<file path="src/rtl/timer_multi.sv">
// Multi-channel prescaled up-counter timer on the select/we/re peripheral bus.
// Each channel overflows into a W1C pending flag that drives a per-channel interrupt vector.
module timer_multi #(
    parameter int N_CH  = 2,
    parameter int WIDTH = 16,
    parameter int PSC_W = 8,
    parameter int AW    = 3
) (
    input  logic             i_clk,
    input  logic             i_rst_n,
    input  logic             i_sel,
    input  logic             i_we,
    input  logic             i_re,
    input  logic [AW-1:0]    i_addr,
    input  logic [WIDTH-1:0] i_wdata,
    output logic [WIDTH-1:0] o_rdata,
    output logic             o_rdy,
    output logic             o_int_req,
    output logic [N_CH-1:0]  o_int_vec
);
    localparam int CH_W = AW - 2;

    // Bus handshake: i_sel is the request and o_rdy its ready; every selected
    // access completes in the same cycle, so o_rdy simply mirrors i_sel.
    logic [CH_W-1:0] ch_idx;
    logic [1:0]      reg_sel;
    logic            ch_ok;

    assign ch_idx  = i_addr[AW-1:2];
    assign reg_sel = i_addr[1:0];
    assign ch_ok   = int'(ch_idx) < N_CH;
    assign o_rdy   = i_sel;

    logic             en_q      [N_CH];
    logic             int_en_q  [N_CH];
    logic             oneshot_q [N_CH];
    logic             pend_q    [N_CH];
    logic [PSC_W-1:0] psc_q     [N_CH];
    logic [PSC_W-1:0] psc_cnt_q [N_CH];
    logic [WIDTH-1:0] reload_q  [N_CH];
    logic [WIDTH-1:0] count_q   [N_CH];

    logic [N_CH-1:0] tick;
    logic [N_CH-1:0] wr_hit;

    always_comb begin
        tick   = '0;
        wr_hit = '0;
        for (int c = 0; c < N_CH; c++) begin
            tick[c]   = en_q[c] && (psc_cnt_q[c] == psc_q[c]);
            wr_hit[c] = i_sel && i_we && ch_ok && (int'(ch_idx) == c);
        end
    end

    // Statement order sets priority: W1C loses to an overflow set, and bus
    // writes to CTRL/RELOAD/COUNT override the counter's own update.
    always_ff @(posedge i_clk or negedge i_rst_n) begin
        if (!i_rst_n) begin
            for (int c = 0; c < N_CH; c++) begin
                en_q[c]      <= 1'b0;
                int_en_q[c]  <= 1'b0;
                oneshot_q[c] <= 1'b0;
                pend_q[c]    <= 1'b0;
                psc_q[c]     <= '0;
                psc_cnt_q[c] <= '0;
                reload_q[c]  <= '0;
                count_q[c]   <= '0;
            end
        end else begin
            for (int c = 0; c < N_CH; c++) begin
                if (en_q[c]) begin
                    psc_cnt_q[c] <= tick[c] ? '0 : psc_cnt_q[c] + PSC_W'(1);
                end
                if (wr_hit[c] && reg_sel == 2'd1 && i_wdata[0]) begin
                    pend_q[c] <= 1'b0;
                end
                if (tick[c]) begin
                    if (count_q[c] == '1) begin
                        count_q[c] <= reload_q[c];
                        pend_q[c]  <= 1'b1;
                        if (oneshot_q[c]) begin
                            en_q[c] <= 1'b0;
                        end
                    end else begin
                        count_q[c] <= count_q[c] + WIDTH'(1);
                    end
                end
                if (wr_hit[c]) begin
                    case (reg_sel)
                        2'd0: begin
                            en_q[c]      <= i_wdata[0];
                            int_en_q[c]  <= i_wdata[1];
                            oneshot_q[c] <= i_wdata[2];
                            psc_q[c]     <= i_wdata[8 +: PSC_W];
                        end
                        2'd2: begin
                            reload_q[c]  <= i_wdata;
                            count_q[c]   <= i_wdata;
                            psc_cnt_q[c] <= '0;
                        end
                        2'd3: begin
                            count_q[c]   <= i_wdata;
                            psc_cnt_q[c] <= '0;
                        end
                        default: ;
                    endcase
                end
            end
        end
    end

    always_comb begin
        o_rdata = '0;
        if (i_sel && i_re && ch_ok) begin
            for (int c = 0; c < N_CH; c++) begin
                if (int'(ch_idx) == c) begin
                    case (reg_sel)
                        2'd0: begin
                            o_rdata[0]          = en_q[c];
                            o_rdata[1]          = int_en_q[c];
                            o_rdata[2]          = oneshot_q[c];
                            o_rdata[8 +: PSC_W] = psc_q[c];
                        end
                        2'd1:    o_rdata[0] = pend_q[c];
                        2'd2:    o_rdata    = reload_q[c];
                        default: o_rdata    = count_q[c];
                    endcase
                end
            end
        end
    end

    always_comb begin
        o_int_vec = '0;
        for (int c = 0; c < N_CH; c++) begin
            o_int_vec[c] = pend_q[c] & int_en_q[c];
        end
        o_int_req = |o_int_vec;
    end

endmodule

</file>
<file path="config.mk">
export PLATFORM = sky130hd
export DESIGN_NAME = timer_multi
export DESIGN_NICKNAME = d
export VERILOG_FILES = /design/src/rtl/timer_multi.sv
export SDC_FILE = /design/constraint.sdc
export NUM_CORES = 1
export LEC_CHECK = 0
export CAP_MARGIN = 20
export CORE_ASPECT_RATIO = 1.1
export CORE_MARGIN = 10
export CORE_UTILIZATION = 55
export DETAILED_ROUTE_END_ITERATION = 6
export GPL_TIMING_DRIVEN = 0
export PLACE_DENSITY = 0.73
export SLEW_MARGIN = 0
export SYNTH_ARGS = -nofsm -noshare
export SYNTH_HDL_FRONTEND = slang
export SYNTH_SLANG_ARGS = --single-unit
export TNS_END_PERCENT = 50
</file>
<file path="constraint.sdc">
create_clock -name i_clk -period 3.4 [get_ports i_clk]
set_input_delay 0.68 -clock i_clk [delete_from_list [all_inputs] [get_ports i_clk]]
set_output_delay 0.68 -clock i_clk [all_outputs]
set_load 0.02 [all_outputs]
</file>
* Yosys cells after proc, flatten, opt, wreduce, memory -nomap -nowiden
Cells that the tools add are included.
Operators by class: add/subtract/negate cells 4, muxes and demuxes 43, div/mod/pow operators 0, bitwise gates (word level) 3, equal/unequal tests 7, magnitude comparators 0, shift-type cells 0, reductions and logical operators 18, multiply operators 0
Operators with widths (count):
- 16-bit two-way mux | 11
- 8-bit two-way mux | 8
- 8-bit one-hot mux with 3 select lines | 2
- 16-bit by 1-bit adder with 16-bit output, second input constant | 2
- 16-bit == test, second input constant | 2
- 5-bit one-hot mux with 2 select lines | 2
- 8-bit by 1-bit adder with 8-bit output, second input constant | 2
- 8-bit == test | 2
- 1-bit two-way mux | 16
- 2-bit one-hot mux with 3 select lines | 2
- 1-bit logical AND | 10
- 2-bit AND reduction | 4
- 1-bit one-hot mux with 3 select lines | 2
- 2-bit OR reduction | 3
- 2-bit == test, second input constant | 2
- 1-bit bitwise AND | 2
- 2-bit by 1-bit == test with 1-bit output, second input constant | 1
- 2-bit zero test | 1
- 1-bit NOT | 1
Storage, ports and cells: bits of input ports 24, bits in latches 0, memory bits (writable) 0, output and inout bits 20, register bits 104, memory bits (read-only) 0, word-level logic and storage cells 91, memories 0

* Depth between registers and ports, before layout
Gate-level depths: netlist (run 1).
depth in word-level cells 7, gate-level depth with buffers 8, gate-level depth less buffers 7

* Worst setup path after synthesis (run 1)
OpenSTA, ideal clock, no wires.
kind input -> output, from input i_addr[1], to output o_rdata[2], data arrival time 2.026 ns, stages on the path 5, slack 0.694 ns, data required time 2.720 ns, path buffers 2, cell sequence buf_2 nor2_1 clkbuf_1 a221oi_1 a311oi_1
On the way: word-level cells in the longest chain between the ends 6, elaborated cells on any way between the ends 8, classes of those cells eq/ne: 2; mux: 5; reduce/logical: 1
Ends and longest elaborated chain:
- start, declared | line 14 | input logic [AW-1:0] i_addr,
- 2-bit == test, or another cell as far along | line 117 | case (reg_sel)
- 2-bit one-hot mux with 3 select lines | line 117
- 16-bit two-way mux | line 116 | if (int'(ch_idx) == c) begin
- 2-bit one-hot mux with 3 select lines | line 117
- 16-bit two-way mux * | line 116
- 16-bit two-way mux * | line 114 | if (i_sel && i_re && ch_ok) begin
- end, declared | line 16 | output logic [WIDTH-1:0] o_rdata,
Every way passes the cells marked *; elsewhere a longest branch is shown, timed or not.

* Worst setup path in the final report (run 1)
from input i_sel, to output o_rdata[11]
On the way: word-level cells in the longest chain between the ends 2
Ends and longest elaborated chain:
- start, declared | line 11 | input logic i_sel,
- 1-bit logical AND | line 114
- 16-bit two-way mux | line 114
Every way passes these cells.

==> results of run 1 <==
## kinds of logic after synthesis
family | after synthesis | share of synthesized area, %
muxes | 92 | 18.1
buffers and inverters | 40 | 3.11
and+or+nand+nor | 214 | 17.9
xor gates and xnor gates | 37 | 5.34
DFF | 104 | 42.9
adders and majority gates | 4 | 0.824
AOI/OAI and AO/OA | 107 | 11.8
## sequential cells by signal, indices dropped and copies added, names as in the netlist
register,cells
reload_q,32
en_q,2
psc_cnt_q,16
pend_q,2
int_en_q,2
count_q,32
psc_q,16
oneshot_q,2
## worst max-delay path by stage
stage	slack (ps)	to	depth (start not counted)	start
global placement	-2280	reload_q[31]	1	i_rst_n
floorplan	690	o_rdata[2]	5	i_addr[1]
detailed placement	-420	o_rdata[11]	6	i_addr[2]
finish	230	o_rdata[11]	5	i_sel
global route	120	o_rdata[0]	5	i_sel
CTS	-20	o_rdata[8]	5	i_sel
## worst max-delay path, delay by kind of cell
| family | cells | cell delay (ps) |
|---|---|---|
| buf+inv | 3 | 1260 |
| simple gates | 2 | 540 |
## layer usage
layer / GRT usage, % / wire length [um] / part of all wire, % / vias up
met2: 35.0 / 7900 / 46 / 235
met5: 0 / 0 / 0 / -
li1: - / - / - / 2310
met1: 29.7 / 7440 / 43 / 2531
met3: 3.67 / 1210 / 7.1 / 38
met4: 11.2 / 558 / 3.3 / 0
## per-stage QoR
step	total power, mW	util, %	hold WS (ps)
2_1_floorplan	2.66	-	384
3_3_place_gp	2.99	61.4	497
3_5_place_dp	3.06	61.6	503
4_1_cts	4.20	64.6	298
5_1_grt	4.42	64.7	325
6_report	4.20	64.7	285
## repair_timing
action	CTS	global route
hold buffers	0	0
endpoints found under the setup margin	13	3
gates resized for setup	12	6
## final cells by class
| cell class | instances | area share (%) |
|---|---|---|
| clock inverter | 3 | 0.926 |
| sequential | 104 | 37.0 |
| tap | 147 | 2.62 |
| timing repair buffer | 42 | 6.16 |
| buffer | 34 | 2.56 |
| multi-input combinational | 454 | 46.7 |
| inverter | 6 | 0.320 |
| clock buffer | 12 | 3.65 |
## cell usage after synthesis (4+ instances only)
master	number
a21oi_1	25
a221oi_1	20
a31oi_1	6
and2_1	4
and3_1	12
and4_1	5
buf_2	16
clkbuf_1	13
dfrtp_1	104
ha_1	4
inv_1	6
mux2_2	73
mux2i_1	12
mux4_2	7
nand2_1	66
nand3_1	29
nand4_1	18
nor2_1	40
nor2b_1	6
nor3_1	16
o21ai_0	22
o21ai_1	5
o31ai_1	6
xnor2_1	22
xor2_1	15
## power by group through the flow
| stage | registers, mW | logic [mW] | clock network (mW) |
|---|---|---|---|
| finish | 1.95 | 1.11 | 1.14 |
| global route | 1.99 | 1.23 | 1.21 |
| CTS | 1.94 | 1.11 | 1.16 |
| detailed placement | 1.95 | 1.11 | 0 |
| global placement | 1.94 | 1.06 | 0 |
| floorplan | 1.83 | 0.833 | 0 |
==> metrics.md, run 1 <==
| Metric | Value |
|---|---|
| Sequential share of power | between 40 and 50% |
| Primary FF master, synth | dfrtp_1 |
| Final nets | a little under 700 |
| Crit path arrival time | 2490 ps |
| H-tree Lvls | 3 |
| Most common cell after layout, fill and taps aside | dfrtp_1 |
| # port buffers | 41 |
| Final worst-path cycle share | 93.1% |
| HP Class | in2async |
| CP Class | in2out |
| Post-synthesis instance total | around 600 |
| Fin crit period | 3170 ps |
| Worst r2r src | count_q[0] |
| CP Capture Type | primary output |
| Post-synth EDFFs | 0 |
| CTS buffer count | 9 |
| Vias/cell | about 6.4 |
| Core ar. | approximately 11000 sq um |
| First-pass DRT Iterations | 7 |
| Clock share of power | a little over a quarter |
| Root buf cell | clkbuf_16 |
| Slowest CP cell | clkdlybuf4s50_1 |
| Critical path cell sequence | clkdlybuf4s50_1, nand2_1, clkbuf_1, nor3_1, dlygate4sd2_1 |
| Worst VDD drop | around 0.30 mV |
| DRT iter0 DRCs | 373 |
| Overflow after GRT | 0 |
| Share of post-route cells with drive strength above 1 | 20.2% |
| Mapped Area | 6070 sq um |
| Worst-Margin Slew | 965 ps |
| Reg-to-reg setup timing slack | between 1000 and 1500 ps |
| Register area | around 2600 sq um |
| First-pass GRT wire length | about 27 mm |
| Yosys warns | 0 |
| Initial Utilization | between 50% and 60% |
| Routed via count | roughly 5100 |
| Post-synthesis sequential area ratio | between 40% and 50% |
| Core Rows | 40 |
| Post-placement setup slack | -420 ps |
| Post-Route Setup TNS | 0 ps |
| Placed cell area | 6690 sq um |
| Multi-input logic area | ~3300 sq um |
| Die area | between 15000 and 20000 sq um |
| Pin count of the biggest net entering global routing | 71 |
| Reg2reg path depth | 7 |
| Net Count, Synth | approximately 630 |
| Switch Pwr | 1.39 mW |
| Final std cells w/o fill | approximately 800 |
| Post-CTS Setup Repair Bufs | 0 |
| #FFs+latches synth | 104 |
| Top-Level Pins | 44 |
| Skew final | between 4 and 5 ps |
| Max-slew violation count | 0 |
| Residual DRC | 0 |
| Slowest Stage Delay on Critical Path | around 600 ps |
| Setup violators final | 0 |
| Initial antenna violation count | 0 |
| Most frequent cells in the layout | dfrtp_1, mux2_2, nand2_1, nor2_1 |
| Drt total wl | around 17 mm |
| Cell Pwr Density | 597 nW/um^2 |
| Reg2reg end | count_q[3] |
| Slew headroom | between 30% and 40% |
| CP Launch Type | input port |
| Synth area leader | dfrtp_1 |
| Clock Latency Late Sink | 350 ps |
| Switching part of the total | approximately 33% |
| Wire per inst | 21.3 um |
| Ys async rst share | between 90% and 100% |
| Clk sink count | between 100 and 150 |
| Max Fanout on Critical Path | 10 |
| Syn avg cell area | a little over 10 sq um |
| Status | finished, final reports clean |
| Final antenna-violating net count | 0 |
| CTS tree | done |
| Vias in the first global route | about 4900 |
| Diode count | 0 |
| Placed Cells | slightly below 800 |
| Synth top area cells | dfrtp_1, mux2_2, nand2_1, xnor2_1, a221oi_1 |
| Hpwl dp | roughly 13 mm |
| Cell variety after synth | 53 |
| Max-Cap Viols | 0 |
| Area Growth Syn to Fin | 15.8% |
| Internal | between 2 and 3 mW |
| Final worst slack | 234 ps |
| Share of the synthesized area in the top cell type | 42.9% |
| Fillers | 892 |
| DIE WIDTH | around 120 um |
| Maximum clock path buffer count | 2 |
| Design Area, Final | 7030 sq um |
| GRT Total Usage | roughly 22% |
| GPL Wtd Cong | a little under 0.9 |
| Critical Path RT | between 2000 and 3000 ps |
| Final Hold Viols | 0 |
| Leak | roughly 2.9 nW |
| Die height | between 100 and 150 um |
| Gate power share | 26.5% |
| RSZ-0062 raised after global routing | false |
| Clk pin slew, worst setup/hold paths | ~60 ps |
| Fmax | 0.316 GHz |
Power figures use the tool's default switching activity.
==> run 2: changes to the inputs <==
- CELL_PAD_IN_SITES_DETAIL_PLACEMENT: unset -> 1
- CELL_PAD_IN_SITES_GLOBAL_PLACEMENT: unset -> 1
- CORE_UTILIZATION: 55 -> 50
- PLACE_DENSITY: 0.73 -> 0.83
- SLEW_MARGIN: 0 -> unset
==> run 2 against run 1 <==
Sequential power is essentially flat. Non-clock buffer count is the same. Worst setup slack worse by 100 ps. Clock skew increased by 2.0 ps. Critical path type unchanged. Largest power group unchanged. Highest routed layer unchanged.
==> metrics.md, run 2 (same netlist as run 1, synthesis figures left out) <==
| Metric | Value |
|---|---|
| Status | finished, final reports clean |
| Drt total wl | 20.0 mm (+17%) |
| First-pass GRT wire length | 32.1 mm (+17%) |
| CP Launch Type | input port |
| Critical Path RT | 2720 ps (about the same) |
| CP Class | in2out |
| Fmax | 0.306 GHz (-3.2%) |
| Hpwl dp | 14.7 mm (+16%) |
| Maximum clock path buffer count | 2 (unchanged) |
| CTS Hold Bufs | 0 (unchanged) |
| Hold_ws | 294 ps (+8.61 ps) |
| Worst r2r src | count_q[0] |
| Final Hold Viols | 0 (unchanged) |
| Reg-to-reg setup timing slack | 1070 ps (-60 ps) |
| Vias/cell | 6.43 (+0.87%) |
| Die area | 17000 sq um (+8.4%) |
| Skew final | 6.85 ps (+1.97 ps) |
| Area Growth Syn to Fin | 15.2% |
| Core ar. | 12000 sq um (+10%) |
| Max-Cap Viols | 0 (unchanged) |
| Vias in the first global route | 5578 (+13%) |
| Top-Level Pins | 44 (unchanged) |
| CP Capture Type | primary output |
| Cell Pwr Density | 596 nW/um^2 (-0.25%) |
| Final nets | 679 (unchanged) |
| Crit path arrival time | 2590 ps (+100 ps) |
| Max Fanout on Critical Path | 10 (unchanged) |
| # port buffers | 41 (unchanged) |
| DIE WIDTH | 125 um (+4.1%) |
| Root buf cell | clkbuf_16 |
| HP Class | in2async |
| GPL Wtd Cong | 0.949 (+8.1%) |
| Clk pin slew, worst setup/hold paths | 70 ps (about the same) |
| Fin crit period | 3270 ps (+105 ps) |
| Post-placement setup slack | -479 ps (-58.9 ps) |
| First-pass DRT Iterations | 5 (-2) |
| Final Core Density | 58.4% (-6.3 points) |
| RSZ-0062 raised after global routing | false |
| Wire per inst | 24.6 um (+16%) |
| Diode count | 0 (unchanged) |
| CTS tree | done |
| Pin count of the biggest net entering global routing | 69 (-2.8%) |
| Post-Route Setup TNS | 0 ps (unchanged) |
| Clk sink count | 104 (unchanged) |
| Final std cells w/o fill | 810 (+1.0%) |
| Share of post-route cells with drive strength above 1 | 20.4% (+0.27 points) |
| Final antenna-violating net count | 0 (unchanged) |
| Initial Utilization | 50.7% (-5.2 points) |
| DRT iter0 DRCs | 387 (+3.8%) |
| Leak | 2.88 nW (-0.96%) |
| Final worst slack | 129 ps (-105 ps) |
| Initial antenna violation count | 0 (unchanged) |
| Setup violators final | 0 (unchanged) |
| GRT Total Usage | 23.8% (+1.4 points) |
| Core Rows | 42 (+5.0%) |
| Biggest regs | count_q x32, reload_q x32 |
| Max-slew violation count | 0 (unchanged) |
| CTS buffer count | 9 (unchanged) |
| H-tree Lvls | 3 (unchanged) |
| Worst VDD drop | 0.363 mV (+21%) |
| Design Area, Final | 7000 sq um (-0.46%) |
| Overflow after GRT | 0 (unchanged) |
| Most common cell after layout, fill and taps aside | dfrtp_1 |
| Most frequent cells in the layout | dfrtp_1, mux2_2, nand2_1, nor2_1, clkdlybuf4s50_1 |
| Placed Cells | 794 (+0.89%) |
| Final worst-path cycle share | 96.2% (+3.1 points) |
| Routed via count | 5210 (+1.9%) |
| Clock Latency Late Sink | 360 ps (about the same) |
| Slew headroom | 35.6% (+0.46 points) |
| Die height | 136 um (+4.1%) |
| Placed cell area | 6700 sq um (+0.13%) |
| Residual DRC | 0 (unchanged) |
| CP startpoint | i_addr[0] |
| Pwr Total | 4.17 mW (-0.71%) |
| Worst-Margin Slew | 958 ps (-6.87 ps) |
==> run 2: cell types whose count changed in the layout (fill, tap and decap cells not counted), sizes merged <==
cell,change
clkinv,+2
buf,+3
bufinv,-2
clkbuf,-2
dlymetal6s2s,-1
clkdlybuf4s50,+1
==> run 2: layout make-up <==
class | instances | area (sq um)
Inverter | 6 | 22.5
Clock inverter | 3 | 15.0
Fill cell | 1370 | 4990
Timing Repair Buffer | 42 | 430
Tap cell | 154 | 193
Buffer | 34 | 178
Sequential cell | 104 | 2600
Multi-Input combinational cell | 454 | 3280
Clock buffer | 13 | 270
==> run 2: critical path, cell delays in order <==
cell and delay [ps]:
clkbuf_1 270, buf_4 290, mux2_2 380, a221oi_1 290
a311oi_1 110, clkdlybuf4s50_1 570
==> run 2: worst paths after layout <==
check	to	cells after the start
max in group asynchronous	reload_q[29]	2
min in group i_clk	pend_q[0]	1
hold reg to reg	pend_q[0]	1
hold / removal	reload_q[7]	1
setup reg to reg	count_q[3]	7
setup / recovery	o_rdata[1]	6
==> run 2: metal layers <==
metal | routed length [um] | share of wire (%) | global-route usage, %
met1 | 8180 | 41 | 29.3
met4 | 495 | 2.5 | 10.3
met3 | 1190 | 6.0 | 4.07
met5 | 0 | 0 | 0
met2 | 10100 | 51 | 40.4
==> run 2: what timing repair did <==
action / CTS / global route
resized for setup: 11 / 10
endpoints found under the setup margin: 15 / 3
buffers inserted: 0 / 0
==> run 2: power breakdown <==
group | switching (mW) | internal (mW)
registers | 0.433 | 1.55
clock network | 0.478 | 0.554
logic | 0.576 | 0.579
total | 1.49 | 2.68
